===== config.mk =====
export PLATFORM = sky130hd
export DESIGN_NAME = pwm_bank
export DESIGN_NICKNAME = d
export VERILOG_FILES = /design/src/rtl/pwm_bank.sv
export SDC_FILE = /design/constraint.sdc
export NUM_CORES = 1
export LEC_CHECK = 0
export CORE_UTILIZATION = 60
export DETAILED_ROUTE_END_ITERATION = 12
export PLACE_DENSITY = 0.9
export SYNTH_ARGS = -nofsm -noshare
export SYNTH_HDL_FRONTEND = slang
export SYNTH_SLANG_ARGS = --single-unit

===== constraint.sdc =====
create_clock -name clk -period 3.1 [get_ports clk]
set_input_delay 0.31 -clock clk [delete_from_list [all_inputs] [get_ports clk]]
set_output_delay 0.31 -clock clk [all_outputs]
set_load 0.1 [all_outputs]

===== src/rtl/pwm_bank.sv =====
// Multi-channel PWM bank: shared prescaler and period counter,
// per-channel shadowed duties, edge- or center-aligned operation.
module pwm_bank #(
  parameter int CHANNELS = 4,
  parameter int N        = 8,
  parameter int PRESCALE = 47,
  localparam int CW = (CHANNELS > 1) ? $clog2(CHANNELS) : 1
) (
  input  logic          clk,
  input  logic          rst_n,
  input  logic          ena,
  input  logic          center_mode,
  input  logic          wr_valid,
  output logic          wr_ready,
  input  logic [CW-1:0] wr_channel,
  input  logic [N-1:0]  wr_duty,
  output logic          wr_err,
  output logic          period_start,
  output logic [CHANNELS-1:0] pwm_out
);

  localparam int PW = (PRESCALE > 1) ? $clog2(PRESCALE) : 1;
  localparam logic [PW-1:0] PS_LAST = PW'(PRESCALE - 1);
  localparam logic [N-1:0]  MAX     = '1;
  localparam logic [N-1:0]  TOP     = MAX - 1'b1;
  localparam logic [CW:0]   CH_LIM  = (CW+1)'(CHANNELS);

  logic [PW-1:0] presc;
  logic [N-1:0]  counter;
  logic          dir_down;
  logic          mode;
  logic [N-1:0]  pending [CHANNELS];
  logic [N-1:0]  active  [CHANNELS];

  logic          tick;
  logic          bnd;
  logic [N-1:0]  cnt_nxt;
  logic          dir_nxt;
  logic          wr_fire;
  logic          wr_ok;
  logic          reload;

  assign tick    = (presc == PS_LAST);
  assign wr_fire = wr_valid & wr_ready;
  assign wr_ok   = ({1'b0, wr_channel} < CH_LIM);
  assign reload  = ~ena | bnd;

  // Next counter state; bnd marks the edge that restarts the period.
  always_comb begin
    cnt_nxt = counter;
    dir_nxt = dir_down;
    bnd     = 1'b0;
    if (tick) begin
      unique case (1'b1)
        !mode: begin
          if (counter == TOP) bnd = 1'b1;
          else cnt_nxt = counter + 1'b1;
        end
        mode && !dir_down: begin
          if (counter == TOP) dir_nxt = 1'b1;
          else cnt_nxt = counter + 1'b1;
        end
        mode && dir_down: begin
          if (counter == '0) bnd = 1'b1;
          else cnt_nxt = counter - 1'b1;
        end
        default: ;
      endcase
      if (bnd) begin
        cnt_nxt = '0;
        dir_nxt = 1'b0;
      end
    end
  end

  always_ff @(posedge clk or negedge rst_n) begin
    if (!rst_n) begin
      presc    <= '0;
      counter  <= '0;
      dir_down <= 1'b0;
    end else if (!ena) begin
      presc    <= '0;
      counter  <= '0;
      dir_down <= 1'b0;
    end else begin
      presc    <= tick ? '0 : presc + 1'b1;
      counter  <= cnt_nxt;
      dir_down <= dir_nxt;
    end
  end

  always_ff @(posedge clk or negedge rst_n) begin
    if (!rst_n) begin
      mode         <= 1'b0;
      period_start <= 1'b0;
    end else begin
      if (reload) mode <= center_mode;
      period_start <= ena & bnd;
    end
  end

  always_ff @(posedge clk or negedge rst_n) begin
    if (!rst_n) begin
      wr_ready <= 1'b0;
      wr_err   <= 1'b0;
    end else begin
      wr_ready <= 1'b1;
      wr_err   <= wr_fire & ~wr_ok;
    end
  end

  always_ff @(posedge clk or negedge rst_n) begin
    if (!rst_n) begin
      for (int i = 0; i < CHANNELS; i++) begin
        pending[i] <= '0;
      end
    end else begin
      for (int i = 0; i < CHANNELS; i++) begin
        if (wr_fire && wr_ok && wr_channel == CW'(i))
          pending[i] <= wr_duty;
      end
    end
  end

  // Active duties see the pre-edge pending value on a reload edge.
  always_ff @(posedge clk or negedge rst_n) begin
    if (!rst_n) begin
      for (int i = 0; i < CHANNELS; i++) begin
        active[i] <= '0;
      end
    end else if (reload) begin
      for (int i = 0; i < CHANNELS; i++) begin
        active[i] <= pending[i];
      end
    end
  end

  // Center mode mirrors the compare so the high run straddles the peak.
  always_ff @(posedge clk or negedge rst_n) begin
    if (!rst_n) begin
      pwm_out <= '0;
    end else begin
      for (int i = 0; i < CHANNELS; i++) begin
        if (!ena)
          pwm_out[i] <= 1'b0;
        else if (mode)
          pwm_out[i] <= (counter >= (MAX - active[i]));
        else
          pwm_out[i] <= (counter < active[i]);
      end
    end
  end

endmodule


After elaboration in Yosys (flattened, before gate mapping)
Index checks and enable logic that the tools add are counted.
{"block": "totals", "reg_bits": 86, "output_inout_bits": 7}
{"block": "op_classes", "add_sub_neg": 7, "magnitude_cmp": 8, "eq_ne": 10, "muxes": 28, "bitwise": 4, "n_reduce_logical": 12}
{"op": "two-way mux 8 bit", "count": 6}
{"op": "greater-or-equal comparator 8 bit", "count": 4}
{"op": "< comparator 8 bit", "count": 4}
{"op": "subtractor 8 bit, first input constant", "count": 4}
{"op": "case mux 8 bit (3 select lines)", "count": 1}
{"op": "two-way mux 1 bit", "count": 18}
{"op": "two-way mux 6 bit", "count": 2}
{"op": "adder 8 x 1 -> 8 bit, second input constant", "count": 1}
{"op": "equality test 8 bit, second input constant", "count": 1}
{"op": "logical NOT 8 bit", "count": 1}
{"op": "subtractor 8 x 1 -> 8 bit, second input constant", "count": 1}
{"op": "adder 6 x 1 -> 6 bit, second input constant", "count": 1}
{"op": "equality test 6 bit, second input constant", "count": 1}
{"op": "logical AND 1 bit", "count": 6}
{"op": "inequality test 3 x 1 -> 1 bit, second input constant", "count": 2}
{"op": "AND reduction 3 bit", "count": 2}
{"op": "inequality test 5 x 1 -> 1 bit, second input constant", "count": 1}
{"op": "equality test 2 bit, second input constant", "count": 2}
{"op": "inequality test 4 x 3 -> 1 bit, second input constant", "count": 1}
{"op": "AND 1 bit", "count": 2}
{"op": "equality test 2 x 1 -> 1 bit, second input constant", "count": 1}
{"op": "logical NOT 1 bit", "count": 2}
{"op": "logical NOT 2 bit", "count": 1}
{"op": "inequality test 2 x 1 -> 1 bit, second input constant", "count": 1}
{"op": "3 further kinds", "count": 3}

Logic depth before layout (Yosys ltp)
Gate-level depths: netlist of the first run.
{"block": "depth", "depth_word": 8, "ltp_mapped": 11}

Worst setup path after synthesis of the first run
OpenSTA, ideal clock, no wires.
{"block": "synth_timing", "kind": "register to register", "from": "register mode", "to": "register counter[7]", "setup_time_ps": 116, "arrival_time_ps": 2563, "t_required_ps": 2984, "path_slack_ps": 421, "path_stages_with_launch": 11, "path_buffers": 1, "period_less_slack_ps": 2679, "path_cell_list": "dfrtp_1 > buf_2 > nand2_2 > clkinv_1 > ha_1 > inv_1 > o32ai_1 > or3_1 > or4_1 > a311o_1 > o311ai_0"}
{"block": "synth_between", "elab_chain_cells": 6, "elab_cells_between_ends": 12}
{"element": "start, declared", "line_no": "31", "rtl": "logic mode;"}
{"element": "start signal, assigned", "line_no": "97", "rtl": "if (reload) mode <= center_mode;"}
{"element": "logical AND 1 bit or logical NOT 1 bit (tied branches)", "line_no": "63, 55"}
{"element": "case mux 1 bit (2 select lines)", "line_no": "54", "rtl": "unique case (1'b1)"}
{"element": "two-way mux 1 bit", "line_no": "53", "rtl": "if (tick) begin"}
{"element": "two-way mux 8 bit", "line_no": "69", "rtl": "if (bnd) begin"}
{"element": "two-way mux 8 bit", "line_no": "53"}
{"element": "two-way mux 8 bit", "line_no": "81", "rtl": "end else if (!ena) begin"}
{"element": "end signal, assigned", "line_no": "87", "rtl": "counter <= cnt_nxt;"}
{"element": "end, declared", "line_no": "29", "rtl": "logic [N-1:0] counter;"}
Several ways; a longest one is shown, not always the timed one. The select of a mux whose other input is x is not followed.
A chain may end at the register's enable or synchronous reset.

Final worst setup path of the first run
Ends and elaborated chain as after synthesis.

==> results.json, run 1 <==
{
  "status": "completed",
  "root_buffer": "clkbuf_8",
  "reg2reg_from": "mode",
  "crit_fanout": 10,
  "synth_area_leaders": "dfrtp_1, ha_1, mux2_4, mux2_2, inv_1",
  "clkLatencyLatePin_ps": 360,
  "synth-xor-area-share_pct": 0.835,
  "crit_type": "reg2reg",
  "grt_max_degree": 87,
  "finalMaxSlewViolations": 0,
  "grt_pass1_wl_mm": 17.4,
  "yosys_warnings": 0,
  "synthCells": 463,
  "clkSinkCount": 86,
  "ys_seq_elements": 86,
  "io_buffers": 20,
  "rrSetupSlack_ps": 460,
  "ctsHoldBuffers": 0,
  "dr.first_iter.drc_count": 290,
  "ctsResizeCount": 0,
  "fin_crit_ps": 2640,
  "antenna_found_initial": 0,
  "syn_nets": 548,
  "fmax_mhz": 379,
  "cts_max_path_buffers": 2,
  "top_level_ports": 22,
  "rsz0062_at_grt": "false",
  "drive_above_1_share_pct": 20.3,
  "setup_violations": 0,
  "finalSetupTns_ps": 0,
  "cts_tree": "built",
  "crit_chain": "nand2_2, clkinv_1, ha_1, inv_1, o32ai_1, or3_1, or4_1, a311o_1, o311ai_0",
  "grt_pass1_vias": 3573,
  "grt-ovfl-total": 0,
  "cts_setup_buffers": 0,
  "slew_headroom_pct": 28.7,
  "die-height_microns": 95.5,
  "vias_per_cell": 5.93,
  "drt-pass1-iter-count": 4,
  "gp_congestion": 0.932,
  "synth_top_family_by_area": "adder cells",
  "synthMuxAreaShare_pct": 16.3,
  "netlist.area_leader.share_pct": 41.0,
  "startpoint_type": "flip-flop",
  "arrival_ps": 2900,
  "synth_area_sq_um": 5250,
  "async_flop_share_pct": 100,
  "tightestPinTransition_ps": 1070,
  "start_util_pct": 62.9,
  "ys_types": 55,
  "synth_edf_count": 0,
  "rows": 33,
  "die-area_sq_um": 9120,
  "synthTopCellsByCount": "dfrtp_1, ha_1, inv_1",
  "critical_path_required_ps": 3360,
  "leakagePower_uw": 0.00285,
  "r2r.worst_path.cells": 9,
  "yosys.area.top_type": "dfrtp_1",
  "fin_crit_sh_pct": 85.2,
  "coreArea_sq_um": 8340,
  "synth.most_common_cell": "dfrtp_1",
  "peakVddDrop_mv": 0.408,
  "cts_inserted_buffers": 9,
  "cp-end-kind": "flip-flop",
  "synth_compound_area_share_pct": 10.6,
  "power_density_nw_per_um2": 621,
  "slowest_delay_ps": 500,
  "hold_path_class": "in2async",
  "synth_seq_area_share_pct": 41.0,
  "synth_fa_ha_area_share_pct": 16.7,
  "fin_skew_ps": 12.0,
  "dpl-instance-area_sq_um": 5560,
  "ant_nets": 0,
  "syn2layout_area_growth_pct": 10.2,
  "worst_r2r_endpoint": "counter[7]",
  "nets": 579,
  "wl_mm": 10.5,
  "cp_slowest_cell": "dfrtp_1",
  "route.vias.total": 3573,
  "design_area_sq_um": 5780,
  "fillers": 562,
  "clkTransAtPathRegs_ps": 90,
  "htree_num_levels": 3,
  "die_x_microns": 95.5,
  "cap_violations": 0,
  "drc": 0,
  "synthSimpleGateAreaFrac_pct": 8.82,
  "finalHoldViolations": 0,
  "grt_use_total_pct": 25.7,
  "routedWlPerCell_microns": 17.3,
  "antennaDiodeCount": 0,
  "synth_area_per_cell_sq_um": 11.3,
  "synth_flop_cell": "dfrtp_1",
  "dp_hpwl_mm": 7.42
}
[final cells by class]
type	instances	area (sq um)	share of cell area, %
inverter	52	195	3.38
clock buffer	9	124	2.14
sequential	86	2150	37.2
multi-input combinational	316	2810	48.5
clock inverter	6	93.8	1.62
tap	105	131	2.27
timing repair buffer	29	278	4.81
[through the flow]
step	cells	hold slack, ps	utilization [%]	worst slack [ps]	power [uW]
floorplan	463	14.4	-	421	2380
global placement	588	471	66.7	553	2620
detailed placement	588	487	66.7	470	2720
CTS	603	185	69.3	467	3600
global route	603	209	69.3	262	3800
finish	603	118	69.3	460	3590
[where the power goes]
part	internal, uW	switching, uW	total [uW]	leakage (uW)
combinational	540	570	1110	0.00168
sequential	1370	230	1600	0.00106
clock	457	421	877	0.000106
total	2370	1220	3590	0.00285
[registers in the layout, indices dropped and copies added (netlist names)]
signal and flops:
active 32, counter 8, dir_down 1, mode 1
pending 32, period_start 1, presc 6, pwm_out 4
wr_ready 1
[cell families (layout without fill, tap and decap cells)]
logic type	Yosys count	in the layout
other	2	2
XOR/XNOR	5	5
flip-flops	86	86
adder cells (fa/ha/maj)	70	70
buffers and inverters	61	96
multiplexers	66	66
AO/OA/AOI/OAI	83	83
AND/OR/NAND/NOR	90	90
[routing by layer]
layer | up-vias | share of wire (%) | global-route usage [%]
met5 | - | 0 | 0
met4 | 0 | 2.2 | 8.83
met3 | 22 | 4.6 | 4.55
met2 | 95 | 49 | 44.2
met1 | 1769 | 44 | 32.4
li1 | 1687 | - | -
[worst max path at each step]
stage,startpoint,end,slack (ps),depth (start not counted)
4_1_cts,mode,counter[7],470,9
5_1_grt,mode,counter[7],260,9
3_5_place_dp,mode,counter[7],470,9
6_report,mode,counter[7],460,9
2_1_floorplan,mode,counter[7],420,10
3_3_place_gp,mode,counter[7],550,9
[layout by cell type (no fill, tap or decap), types with 8 or more instances in the layout]
cell / synthesis / final
clkbuf_8: 0 / 9
a21oi_1: 25 / 25
inv_1: 50 / 50
nor2_1: 23 / 23
buf_4: 1 / 9
nand2_1: 21 / 21
dfrtp_1: 86 / 86
clkdlybuf4s50_1: 0 / 19
mux2_2: 35 / 35
ha_1: 70 / 70
o21ai_0: 20 / 20
nor2b_1: 8 / 8
mux2_4: 30 / 30
[worst max-delay path: cells and delay by family, from the launching register on]
| family | cells | cell delay (ps) |
|---|---|---|
| AO/OA/AOI/OAI | 3 | 530 |
| adder cells (fa/ha/maj) | 1 | 320 |
| buffers and inverters | 2 | 220 |
| flip-flops | 1 | 500 |
| AND/OR/NAND/NOR | 3 | 980 |
No activity file was read; power rests on OpenSTA's default activity.
==> run 2, diff against run 1 <==
==> constraint.sdc (replaced) <==
create_clock -name clk -period 3.31 [get_ports clk]
set_input_delay 0.331 -clock clk [delete_from_list [all_inputs] [get_ports clk]]
set_output_delay 0.331 -clock clk [all_outputs]
set_load 0.1 [all_outputs]
==> results.json, run 2 (synthesis gave the netlist of run 1 again) <==
{
  "status": "completed",
  "cts_setup_buffers": 0,
  "route.vias.total": 3556,
  "power_density_nw_per_um2": 564,
  "cts_tree": "built",
  "ant_nets": 0,
  "syn2layout_area_growth_pct": 9.16,
  "antenna_found_initial": 0,
  "fin_skew_ps": 9.85,
  "critical_path.top_delay_family": "simple AND/OR/NAND/NOR gates",
  "htree_num_levels": 3,
  "die_x_microns": 95.5,
  "p_switching_uw": 1160,
  "start_util_pct": 62.9,
  "reg2reg_from": "mode",
  "wl_mm": 10.6,
  "most-common-layout-cells": "dfrtp_1, ha_1, inv_1",
  "critical_path_required_ps": 3570,
  "finalMaxSlewViolations": 0,
  "seqPwrFrac_pct": 46.1,
  "startpoint_type": "flip-flop",
  "grt_max_degree": 87,
  "grt_pass1_wl_mm": 17.4,
  "cts_max_path_buffers": 2,
  "io_buffers": 20,
  "top_level_ports": 22,
  "dp_hpwl_mm": 7.63,
  "crit_chain": "nand2_2, clkinv_1, ha_1, inv_1, o32ai_1, or3_1, or4_1, a311o_1, o311ai_0",
  "nets": 578,
  "grt_use_total_pct": 25.5,
  "fin_crit_ps": 2670,
  "crit_type": "reg2reg",
  "hold_path_class": "in2async",
  "clkLatencyLatePin_ps": 370,
  "leakagePower_uw": 0.00282,
  "vias_per_cell": 5.90,
  "peakVddDrop_mv": 0.297,
  "cp-end-kind": "flip-flop",
  "dr.first_iter.drc_count": 203,
  "fmax_mhz": 375,
  "gp_congestion": 0.868,
  "crit_fanout": 10,
  "pwr-share-clk_pct": 21.2,
  "switching_share_pct": 36.0,
  "startpoint": "mode",
  "ctsHoldBuffers": 0,
  "finalHoldViolations": 0,
  "drc": 0,
  "ctsResizeCount": 0,
  "routedWlPerCell_microns": 17.6,
  "grt-ovfl-total": 0,
  "drt-pass1-iter-count": 4,
  "clkTransAtPathRegs_ps": 100,
  "cp_slowest_cell": "dfrtp_1",
  "die-height_microns": 95.5,
  "clkSinkCount": 86,
  "finalSetupTns_ps": 0,
  "power.share.combinational_pct": 32.7,
  "slew_headroom_pct": 29.3,
  "cp_num_buf_inv": 2,
  "p_int_uw": 2070,
  "final_common_cell": "dfrtp_1",
  "cap_violations": 0,
  "die-area_sq_um": 9120,
  "rsz0062_at_grt": "false",
  "dpl-instance-area_sq_um": 5550,
  "rows": 33,
  "arrival_ps": 2930,
  "tightestPinTransition_ps": 1060,
  "antennaDiodeCount": 0,
  "drive_above_1_share_pct": 20.1,
  "hold_ws_ps": 135,
  "top_regs": "active x32, pending x32, counter x8",
  "design_area_sq_um": 5730,
  "root_buffer": "clkbuf_8",
  "grt_pass1_vias": 3614,
  "slowest_delay_ps": 500,
  "fin_crit_sh_pct": 80.5,
  "cts_inserted_buffers": 9,
  "setup_violations": 0,
  "coreArea_sq_um": 8340
}
[run 2: worst paths after layout]
path / slack [ps] / end / cells after the start
min in group clk: 500 / active[29] / 1
max in group asynchronous: 2480 / active[20] / 1
worst max register to register: 640 / counter[7] / 9
worst max-delay path: 640 / counter[7] / 9
worst min register to register: 500 / active[29] / 1
worst min-delay path: 130 / presc[5] / 1
[run 2: cell type report]
cell class	count	area (sq um)
flip-flops and latches	86	2150
clock inverters	6	45.0
clock buffers	10	128
repair buffers	28	270
well taps	105	131
fillers	585	2610
inverters	52	195
multi-input cells	316	2810
[run 2: stage by stage]
stage	cells	util [%]	setup WS, ps	total power, uW
after floorplan	463	-	631	2230
after global placement	587	66.6	747	2460
after CTS	603	68.7	663	3240
final	603	68.7	645	3230
after detailed placement	587	66.6	681	2550
after global routing	603	68.7	444	3420
[run 2: power by group through the flow]
stage               Clock [uW]  Sequential [uW]  Combinational [uW]
floorplan                    0             1520                 713
global placement             0             1480                 972
detailed placement           0             1510                1040
CTS                        695             1490                1060
global route               734             1520                1160
finish                     685             1490                1060
[run 2: worst register-to-register path: cells and delay by family, from the launching register on]
family	cells	cell delay, ps
buf+inv	2	210
simple gates	3	980
flops	1	500
compound gates	3	540
fa+ha+maj	1	310
[run 2: metal layers]
layer  track usage [%]  vias to the layer above  part of all wire (%)
met5                 0                        -                     0
met4              11.8                        0                   2.4
met3              3.03                       20                   4.1
met2              44.2                       88                    50
met1              31.8                     1763                    43
li1                  -                     1685                     -
==> run 3, diff against run 2 <==
==> constraint.sdc (replaced) <==
create_clock -name clk -period 2.7 [get_ports clk]
set_input_delay 0.27 -clock clk [delete_from_list [all_inputs] [get_ports clk]]
set_output_delay 0.27 -clock clk [all_outputs]
set_load 0.1 [all_outputs]
==> results.json, run 3 (synthesis gave the netlist of run 1 again) <==
{
  "grt-ovfl-total": 0,
  "syn2layout_area_growth_pct": 11.3,
  "coreArea_sq_um": 8340,
  "antennaDiodeCount": 0,
  "rows": 33,
  "final_common_cell": "dfrtp_1",
  "p_int_uw": 2730,
  "hold_path_class": "in2async",
  "start_util_pct": 62.9,
  "cap_violations": 0,
  "power.share.combinational_pct": 31.7,
  "setup_violations": 0,
  "vias_per_cell": 5.98,
  "finalMaxSlewViolations": 0,
  "io_buffers": 20,
  "fillers": 579,
  "die-area_sq_um": 9120,
  "wl_mm": 11.4,
  "status": "completed",
  "fmax_mhz": 399,
  "met2_usage_pct": 48.8,
  "pwr-share-clk_pct": 24.3,
  "dpl-instance-area_sq_um": 5610,
  "root_buffer": "clkbuf_8",
  "seqPwrFrac_pct": 44.0,
  "design_area_sq_um": 5840,
  "fin_crit_sh_pct": 92.9,
  "met3_usage_pct": 5.74,
  "top_level_ports": 22,
  "busiest_layer": "met2",
  "fin_crit_ps": 2510,
  "drive_above_1_share_pct": 22.7,
  "cts_tree": "built",
  "cts_max_path_buffers": 2,
  "routedWlPerCell_microns": 18.6,
  "grt_pass1_wl_mm": 19.0,
  "clkTransAtPathRegs_ps": 90,
  "rsz0062_at_grt": "false",
  "slew_headroom_pct": 59.4,
  "startpoint_type": "flip-flop",
  "use_met1_pct": 34.8,
  "cts_inserted_buffers": 9,
  "grt_max_degree": 46,
  "power_density_nw_per_um2": 717,
  "htree_num_levels": 3,
  "dr.first_iter.drc_count": 261,
  "top_regs": "active x32, pending x32, counter x8",
  "switching_share_pct": 34.7,
  "clkLatencyLatePin_ps": 370,
  "fin_skew_ps": 6.68,
  "arrival_ps": 2730,
  "antenna_found_initial": 0,
  "drc": 0,
  "die_x_microns": 95.5,
  "tightestPinTransition_ps": 608,
  "cp-end-kind": "flip-flop",
  "finalSetupTns_ps": 0,
  "peakVddDrop_mv": 0.586,
  "route.vias.total": 3651,
  "dp_hpwl_mm": 8.00,
  "finalHoldViolations": 0,
  "most-common-layout-cells": "dfrtp_1, ha_1, inv_1",
  "die-height_microns": 95.5,
  "grt_pass1_vias": 3832,
  "crit_fanout": 6,
  "nets": 587,
  "clkSinkCount": 86,
  "critical_path_required_ps": 2930,
  "crit_type": "reg2reg",
  "p_switching_uw": 1450,
  "gp_congestion": 0.921,
  "ant_nets": 0,
  "grt_use_total_pct": 28.0,
  "drt-pass1-iter-count": 6,
  "leakagePower_uw": 0.00290
}
## run 3: critical path, stage by stage (launching register included)
cell and delay (ps):
dfrtp_2 460, nand2_2 90, clkinv_1 80, ha_1 300
inv_1 100, o32ai_1 120, or3_1 340, or4_1 440
a311o_1 320, o311ai_0 130
## run 3: area by class of cell
class / instances / area (sq um) / area share [%]
multi-input combinational: 316 / 2810 / 48.0
sequential: 86 / 2150 / 36.9
timing repair buffer: 37 / 338 / 5.78
inverter: 52 / 195 / 3.34
tap: 105 / 131 / 2.25
clock buffer: 9 / 124 / 2.12
clock inverter: 6 / 93.8 / 1.61
## run 3: routing by layer
| metal | share of wire (%) | vias to the layer above |
|---|---|---|
| li1 | - | 1698 |
| met1 | 43 | 1858 |
| met2 | 51 | 75 |
| met3 | 4.0 | 20 |
| met4 | 1.7 | 0 |
| met5 | 0 | - |
## run 3: path summary, 6_finish.rpt
| kind | start | endpoint | depth (start not counted) | slack [ps] |
|---|---|---|---|---|
| max in group asynchronous | rst_n | active[29] | 3 | 1600 |
| setup / recovery | dir_down | counter[7] | 9 | 190 |
| setup reg to reg | dir_down | counter[7] | 9 | 190 |
| hold / removal | rst_n | presc[3] | 2 | 450 |
| hold reg to reg | presc[0] | presc[0] | 1 | 490 |
| min in group clk | presc[0] | presc[0] | 1 | 490 |
## run 3: timing repair
item | in CTS | in global routing
hold endpoints to repair | 44 | 0
hold buffers | 1 | 0
buffers inserted | 0 | 0
setup endpoints to repair | 0 | 1
resized for setup | 0 | 1
## run 3: power groups by stage
stage	clock network, uW	registers, uW	logic [uW]
CTS	1030	1830	1320
global route	1080	1870	1470
floorplan	0	1860	874
global placement	0	1810	1200
detailed placement	0	1850	1300
finish	1020	1840	1330
## run 3: per-stage QoR
stage	power (uW)	util [%]	hold slack, ps	cells	setup WS, ps
2_1_floorplan	2740	-	-25.6	463	21.1
3_3_place_gp	3010	67.3	312	595	313
3_5_place_dp	3150	67.3	324	595	222
4_1_cts	4180	70.0	472	611	194
5_1_grt	4420	70.0	509	611	24.6
6_report	4190	70.0	452	611	191
